**config.mk**
```make
export PLATFORM = sky130hd
export DESIGN_NAME = uno_ctrl
export DESIGN_NICKNAME = d
export VERILOG_FILES = /design/src/rtl/uno_ctrl.sv
export SDC_FILE = /design/constraint.sdc
export NUM_CORES = 1
export LEC_CHECK = 0
export CAP_MARGIN = 40
export CORE_UTILIZATION = 45
export DETAILED_ROUTE_END_ITERATION = 10
export PLACE_DENSITY = 0.72
export SETUP_SLACK_MARGIN = 0.3
export SLEW_MARGIN = 20
export SYNTH_ARGS = -nofsm -noshare
export SYNTH_HDL_FRONTEND = slang
export SYNTH_SLANG_ARGS = --single-unit
```
**constraint.sdc**
```tcl
create_clock -name clk -period 8.5 [get_ports clk]
set_clock_uncertainty 0.2 [all_clocks]
set_input_delay 0.85 -clock clk [delete_from_list [all_inputs] [get_ports clk]]
set_output_delay 0.85 -clock clk [all_outputs]
set_load 0.1 [all_outputs]
```
**src/rtl/uno_ctrl.sv**
```systemverilog
// uno_ctrl: request sequencer for the uno MAC/polynomial datapath with per-op coefficient tables.
// Optional completed-op counter on done_cnt is built when UNO_CTRL_PERF_CNT_EN is defined.
module uno_ctrl #(
   parameter int unsigned DATA_W  = 12,
   parameter int unsigned TERMS   = 4,
   parameter int unsigned MAC_LAT = 1
) (
   input  logic                  clk,
   input  logic                  rst,
   input  logic                  req_valid,
   output logic                  req_ready,
   input  logic [1:0]            req_op,
   input  logic [DATA_W-1:0]     req_x,
   input  logic [DATA_W-1:0]     req_y,
   input  logic [2*DATA_W-1:0]   req_z,
   input  logic                  req_acc,
   input  logic                  coef_wr_en,
   input  logic [1:0]            coef_wr_op,
   input  logic [2:0]            coef_wr_addr,
   input  logic [DATA_W-1:0]     coef_wr_data,
   output logic [1:0]            uno_op,
   output logic [DATA_W-1:0]     uno_x,
   output logic [DATA_W-1:0]     uno_y,
   output logic [2*DATA_W-1:0]   uno_z,
   output logic [DATA_W-1:0]     uno_coeff,
   output logic                  uno_first,
   output logic                  uno_last,
   output logic                  uno_acc_en,
   input  logic [2*DATA_W+3:0]   uno_out,
   output logic                  res_valid,
   input  logic                  res_ready,
   output logic [2*DATA_W+3:0]   res_data,
   output logic [31:0]           done_cnt
);

   localparam int unsigned K_W   = (TERMS > 1) ? $clog2(TERMS) : 1;
   localparam int unsigned LAT_W = (MAC_LAT > 1) ? $clog2(MAC_LAT) : 1;
   localparam int unsigned Z_W   = 2 * DATA_W;
   localparam int unsigned RES_W = 2 * DATA_W + 4;
   localparam logic [1:0]  OP_MAC = 2'b00;

   typedef enum logic [1:0] {IDLE, ISSUE, DRAIN, HOLD} state_t;

   typedef struct packed {
      logic [1:0]        op;
      logic [DATA_W-1:0] x;
      logic [DATA_W-1:0] y;
      logic [Z_W-1:0]    z;
      logic              acc;
   } req_t;

   state_t             state_q, state_d;
   logic [K_W-1:0]     k_q, k_d;
   logic [LAT_W-1:0]   lat_q, lat_d;
   req_t               req_q;
   logic               res_valid_q;
   logic [RES_W-1:0]   res_data_q;
   logic               accept, capture, consume, last_term, wr_ok;

   // Tables for div/exp/log, indexed by op-1
   logic [DATA_W-1:0]  tbl [3][TERMS];

   assign last_term = (k_q == K_W'(TERMS - 1));
   assign wr_ok     = coef_wr_en && (coef_wr_op != OP_MAC) && ({1'b0, coef_wr_addr} < 4'(TERMS));
   assign uno_op    = req_q.op;
   assign res_valid = res_valid_q;
   assign res_data  = res_data_q;

   always_ff @(posedge clk or posedge rst) begin
      if (rst) begin
         state_q <= IDLE;
         k_q     <= '0;
         lat_q   <= '0;
      end else begin
         state_q <= state_d;
         k_q     <= k_d;
         lat_q   <= lat_d;
      end
   end

   always_comb begin
      state_d    = state_q;
      k_d        = '0;
      lat_d      = '0;
      accept     = 1'b0;
      capture    = 1'b0;
      consume    = 1'b0;
      req_ready  = 1'b0;
      uno_x      = '0;
      uno_y      = '0;
      uno_z      = '0;
      uno_coeff  = '0;
      uno_first  = 1'b0;
      uno_last   = 1'b0;
      uno_acc_en = 1'b0;
      case (state_q)
         IDLE: begin
            req_ready = 1'b1;
            if (req_valid) begin
               accept  = 1'b1;
               state_d = ISSUE;
            end
         end
         ISSUE: begin
            uno_x = req_q.x;
            uno_y = req_q.y;
            if (req_q.op == OP_MAC) begin
               uno_z      = req_q.z;
               uno_acc_en = req_q.acc;
               state_d    = DRAIN;
            end else begin
               uno_coeff = tbl[2'(req_q.op - 2'd1)][k_q];
               uno_first = (k_q == '0);
               uno_last  = last_term;
               if (last_term) state_d = DRAIN;
               else           k_d     = k_q + K_W'(1);
            end
         end
         DRAIN: begin
            // uno_out reflects the last issue after MAC_LAT cycles
            if (lat_q == LAT_W'(MAC_LAT - 1)) begin
               capture = 1'b1;
               state_d = HOLD;
            end else begin
               lat_d = lat_q + LAT_W'(1);
            end
         end
         HOLD: begin
            if (res_ready) begin
               consume = 1'b1;
               state_d = IDLE;
            end
         end
         default: state_d = IDLE;
      endcase
   end

   // Request capture; acc only meaningful for MAC
   always_ff @(posedge clk or posedge rst) begin
      if (rst) begin
         req_q <= '0;
      end else if (accept) begin
         req_q.op  <= req_op;
         req_q.x   <= req_x;
         req_q.y   <= req_y;
         req_q.z   <= req_z;
         req_q.acc <= req_acc && (req_op == OP_MAC);
      end
   end

   always_ff @(posedge clk or posedge rst) begin
      if (rst) begin
         res_valid_q <= 1'b0;
         res_data_q  <= '0;
      end else if (capture) begin
         res_valid_q <= 1'b1;
         res_data_q  <= uno_out;
      end else if (consume) begin
         res_valid_q <= 1'b0;
      end
   end

   // Writes land at the edge, so a same-cycle ISSUE read sees the old entry
   always_ff @(posedge clk or posedge rst) begin
      if (rst) begin
         tbl <= '{default: '0};
      end else if (wr_ok) begin
         tbl[2'(coef_wr_op - 2'd1)][K_W'(coef_wr_addr)] <= coef_wr_data;
      end
   end

`ifdef UNO_CTRL_PERF_CNT_EN
   logic [31:0] done_q;

   always_ff @(posedge clk or posedge rst) begin
      if (rst)          done_q <= '0;
      else if (consume) done_q <= done_q + 32'd1;
   end

   assign done_cnt = done_q;
`else
   assign done_cnt = '0;
`endif

endmodule
```
==> results by group <==
Pwr
  – VDD IR-drop max: 0.000371 V
  – Ratio of total power to cell area: 402 nW/um^2
  – Leakage power: 6.80 nW
  – Overall Power: about 6.2 mW

Yosys
  – Fraction of the yosys area taken by sequential cells: 0.540
  – Cell types with the largest area share after synthesis: sky130_fd_sc_hd__dfrtp_1 54%, sky130_fd_sc_hd__mux2_2 23%, sky130_fd_sc_hd__mux4_2 5.1%
  – Number of distinct standard cells referenced by the synthesized netlist: 36
  – Most numerous cell types in the synthesized netlist: 228 x sky130_fd_sc_hd__dfrtp_1, 219 x sky130_fd_sc_hd__mux2_2, 42 x sky130_fd_sc_hd__buf_4
  – Yosys top cell area share: 0.540
  – Combined area of all synthesized cells: 10,600 sq um
  – Library cell occupying the most area in the post-synthesis netlist: sky130_fd_sc_hd__dfrtp_1
  – Post-synth ARST share: 1.00
  – Number of storage elements in the synthesis netlist: 228
  – Gate Count Post-Synth: 730
  – Number of warnings issued by yosys: 0
  – Count of flip-flops with a built-in enable after synthesis: 0
  – Commonest register cell after synthesis: sky130_fd_sc_hd__dfrtp_1
  – Average size of a mapped cell: 14.5 sq um
  – Most common cell in the netlist: sky130_fd_sc_hd__dfrtp_1

STA
  – Final setup viols: 0
  – Worst hold-check slack: 286 ps
  – Number of pins exceeding their max-slew limit in the final report: 0
  – Unrepaired setup endpoints after global routing: no
  – Final period util: 0.627
  – Minimum clock period after layout: 5330 ps
  – Transition time of the tightest slew-check pin: between 800 and 900 ps
  – Final hold viol count: 0
  – Relative max-transition margin: 0.416
  – Upper clock frequency limit: 188 MHz
  – TNS Setup: 0 ps

Route
  – Detailed-route DRC error count: 0
  – Pre-antenna DRT Iters: 6
  – Antenna Violating Nets Remaining: 0
  – Post-Route WL: 26,700 microns
  – Via density per instance: approximately 5.2
  – Total via count in the routed design: 6,953
  – Per-cell routed wire length: 20.1 microns
  – Violation count after the first detailed-route iteration: 256

Worst hold path
  – Worst hold path type: flip-flop to flip-flop
  – Cells on Worst Hold Path: 1
  – Endpoint, Worst Hold: tbl[19]
  – Hold path startpoint: tbl[19]

Floorplanning
  – Die width: 155 microns
  – Initial Util: 0.462
  – Die area: 24,100 sq um
  – Number of I/O pins: 228
  – Rows: 55
  – Die Ht: 155 microns
  – Area of the core: 22,800 sq um

Global routing
  – Number of global-route vias before repair: approximately 7,600
  – Grt total ovfl: 0
  – Antenna violations before repair: 0
  – Wire length of the first global-routing pass: ~42,000 microns
  – Pin count of the biggest net entering global routing: 95
  – Global router's overall resource usage: 0.227

Final layout
  – Number of nets in the final layout: between 1,000 and 1,500
  – Area overhead of the layout relative to synthesis: 45.4%
  – Multi-input gate area: 4390 sq um
  – Final Util: 0.672
  – Sequential Area: 5710 sq um
  – Share of cells above drive strength 1: 0.406
  – Total of fill cells in the finished design: 1,595
  – Antenna diode count: 0

Outcome
  – Run status: completed

Critical path
  – Nature of the critical path endpoint: output pin
  – Category of the most critical setup path: flip-flop to output pin
  – Reg-to-reg critical path endpoint: state_q[1]
  – Arrival time at the worst endpoint: ~4300 ps
  – Startpoint of the worst register-to-register path: uno_op[0]
  – R2R setup slack: 5460 ps
  – Peak fanout along the critical path: 26
  – Depth of the worst register-to-register path: 6
  – Critical Path Source Type: flip-flop
  – Critical Path RT: 7450 ps

Placement
  – Buffers on Ports: 195
  – Half-perimeter wire length after placement: 18,300 microns
  – GPL Wtd Cong: 0.745

Clock network
  – Number of buffers inserted by hold repair at cts: 0
  – Postcts setup bufs: 0
  – Gates resized, CTS repair: 0
  – Clock transition time at the flip-flop clock pins of the worst setup and hold paths: 60 ps
  – CTS Buf Count: 25
  – CTS tree: built
  – Clock latency on the worst-skew pair: around 520 ps
  – Number of sinks on the clock net: roughly 230
  – CTS Root Buffer Type: sky130_fd_sc_hd__clkbuf_16
  – Longest Clk Path Bufs: 3
  – H-Tree Depth: 1

Run
  – Max Cap Viol: 0
[per-layer routing]
layer / vias up / track usage / part of all wire / wire [microns]
met3: 76 / 0.0340 / 0.038 / 1000
met5: - / 0 / 0 / 0
li1: 3104 / - / - / -
met2: 248 / 0.406 / 0.53 / 14100
met1: 3525 / 0.274 / 0.39 / 10600
met4: 0 / 0.0952 / 0.041 / 1100
[worst max-delay path by stage]
stage / startpoint / end / slack [ps] / cells after the start
after CTS: uno_op[0] / uno_coeff[4] / 3130 / 9
after detailed placement: uno_op[0] / uno_coeff[4] / 3730 / 9
after global routing: uno_op[0] / uno_coeff[4] / 2990 / 9
after global placement: uno_op[0] / uno_coeff[4] / 3430 / 8
after floorplan: rst / k_q[0] / 1200 / 1
final: uno_op[0] / uno_coeff[4] / 3170 / 9
[metrics by stage]
step / setup slack (ps) / instance area, sq um / instances
finish: 3170 / 15300 / 1333
global route: 2990 / 15300 / 1333
CTS: 3130 / 15300 / 1333
detailed placement: 3730 / 14500 / 1289
global placement: 3430 / 12500 / 1188
floorplan: 1200 / 10700 / 761
[layout make-up]
| cell class | instances | share of cell area |
|---|---|---|
| clock inverter | 11 | 0.00938 |
| sequential | 228 | 0.372 |
| clock buffer | 33 | 0.0447 |
| tap | 313 | 0.0255 |
| timing repair buffer | 304 | 0.259 |
| inverter | 11 | 0.00318 |
| multi-input combinational | 433 | 0.286 |
[worst max-delay path, stage by stage (launching register included)]
cell	delay [ps]
sky130_fd_sc_hd__dfrtp_1	830
sky130_fd_sc_hd__inv_1	100
sky130_fd_sc_hd__ha_1	300
sky130_fd_sc_hd__buf_4	420
sky130_fd_sc_hd__nor2b_1	590
sky130_fd_sc_hd__buf_4	300
sky130_fd_sc_hd__a221oi_1	100
sky130_fd_sc_hd__nor3_1	310
sky130_fd_sc_hd__clkdlybuf4s50_1	590
sky130_fd_sc_hd__buf_8	200
[cells in the final DEF (no fill, tap or decap), drive strengths merged]
cell	n
nand2	7
nand4b	1
clkbuf	33
dfrtp	228
a21o	1
bufinv	3
clkdlybuf4s50	195
mux4	24
nand4	1
mux2	247
and3	25
nand3b	1
nand3	2
and2b	1
nor4b	1
nor3	14
ha	8
conb	32
o22ai	12
nor2	6
a22o	1
inv	11
buf	109
o221a	1
clkinv	4
mux2i	1
a221oi	12
nor3b	2
clkinvlp	4
and2	25
nand2b	4
and4bb	1
nor2b	3
[power by group]
part	internal [mW]	leakage, nW	switching, mW	total, mW
Clock	0.658	0.394	0.435	1.09
Sequential	1.43	2.83	0.184	1.61
Combinational	1.50	3.58	1.98	3.47
[flip-flops by register name, summed over array words and instances (netlist names)]
| name | cells |
|---|---|
| state_q | 2 |
| res_valid | 1 |
| k_q | 2 |
| req_q | 49 |
| tbl | 144 |
| res_data | 28 |
| uno_op | 2 |
[cell families (layout without fill, tap and decap cells)]
| logic type | count (synthesis) | count (layout) | share of synthesized area |
|---|---|---|---|
| other | 1 | 32 | 0.000355 |
| AND/OR/NAND/NOR | 94 | 94 | 0.0557 |
| AO/OA/AOI/OAI | 27 | 27 | 0.0197 |
| buffers and inverters | 100 | 359 | 0.0551 |
| multiplexers | 272 | 272 | 0.319 |
| flip-flops | 228 | 228 | 0.540 |
| adder cells (fa/ha/maj) | 8 | 8 | 0.00948 |
No activity file was read; power rests on OpenSTA's default activity.
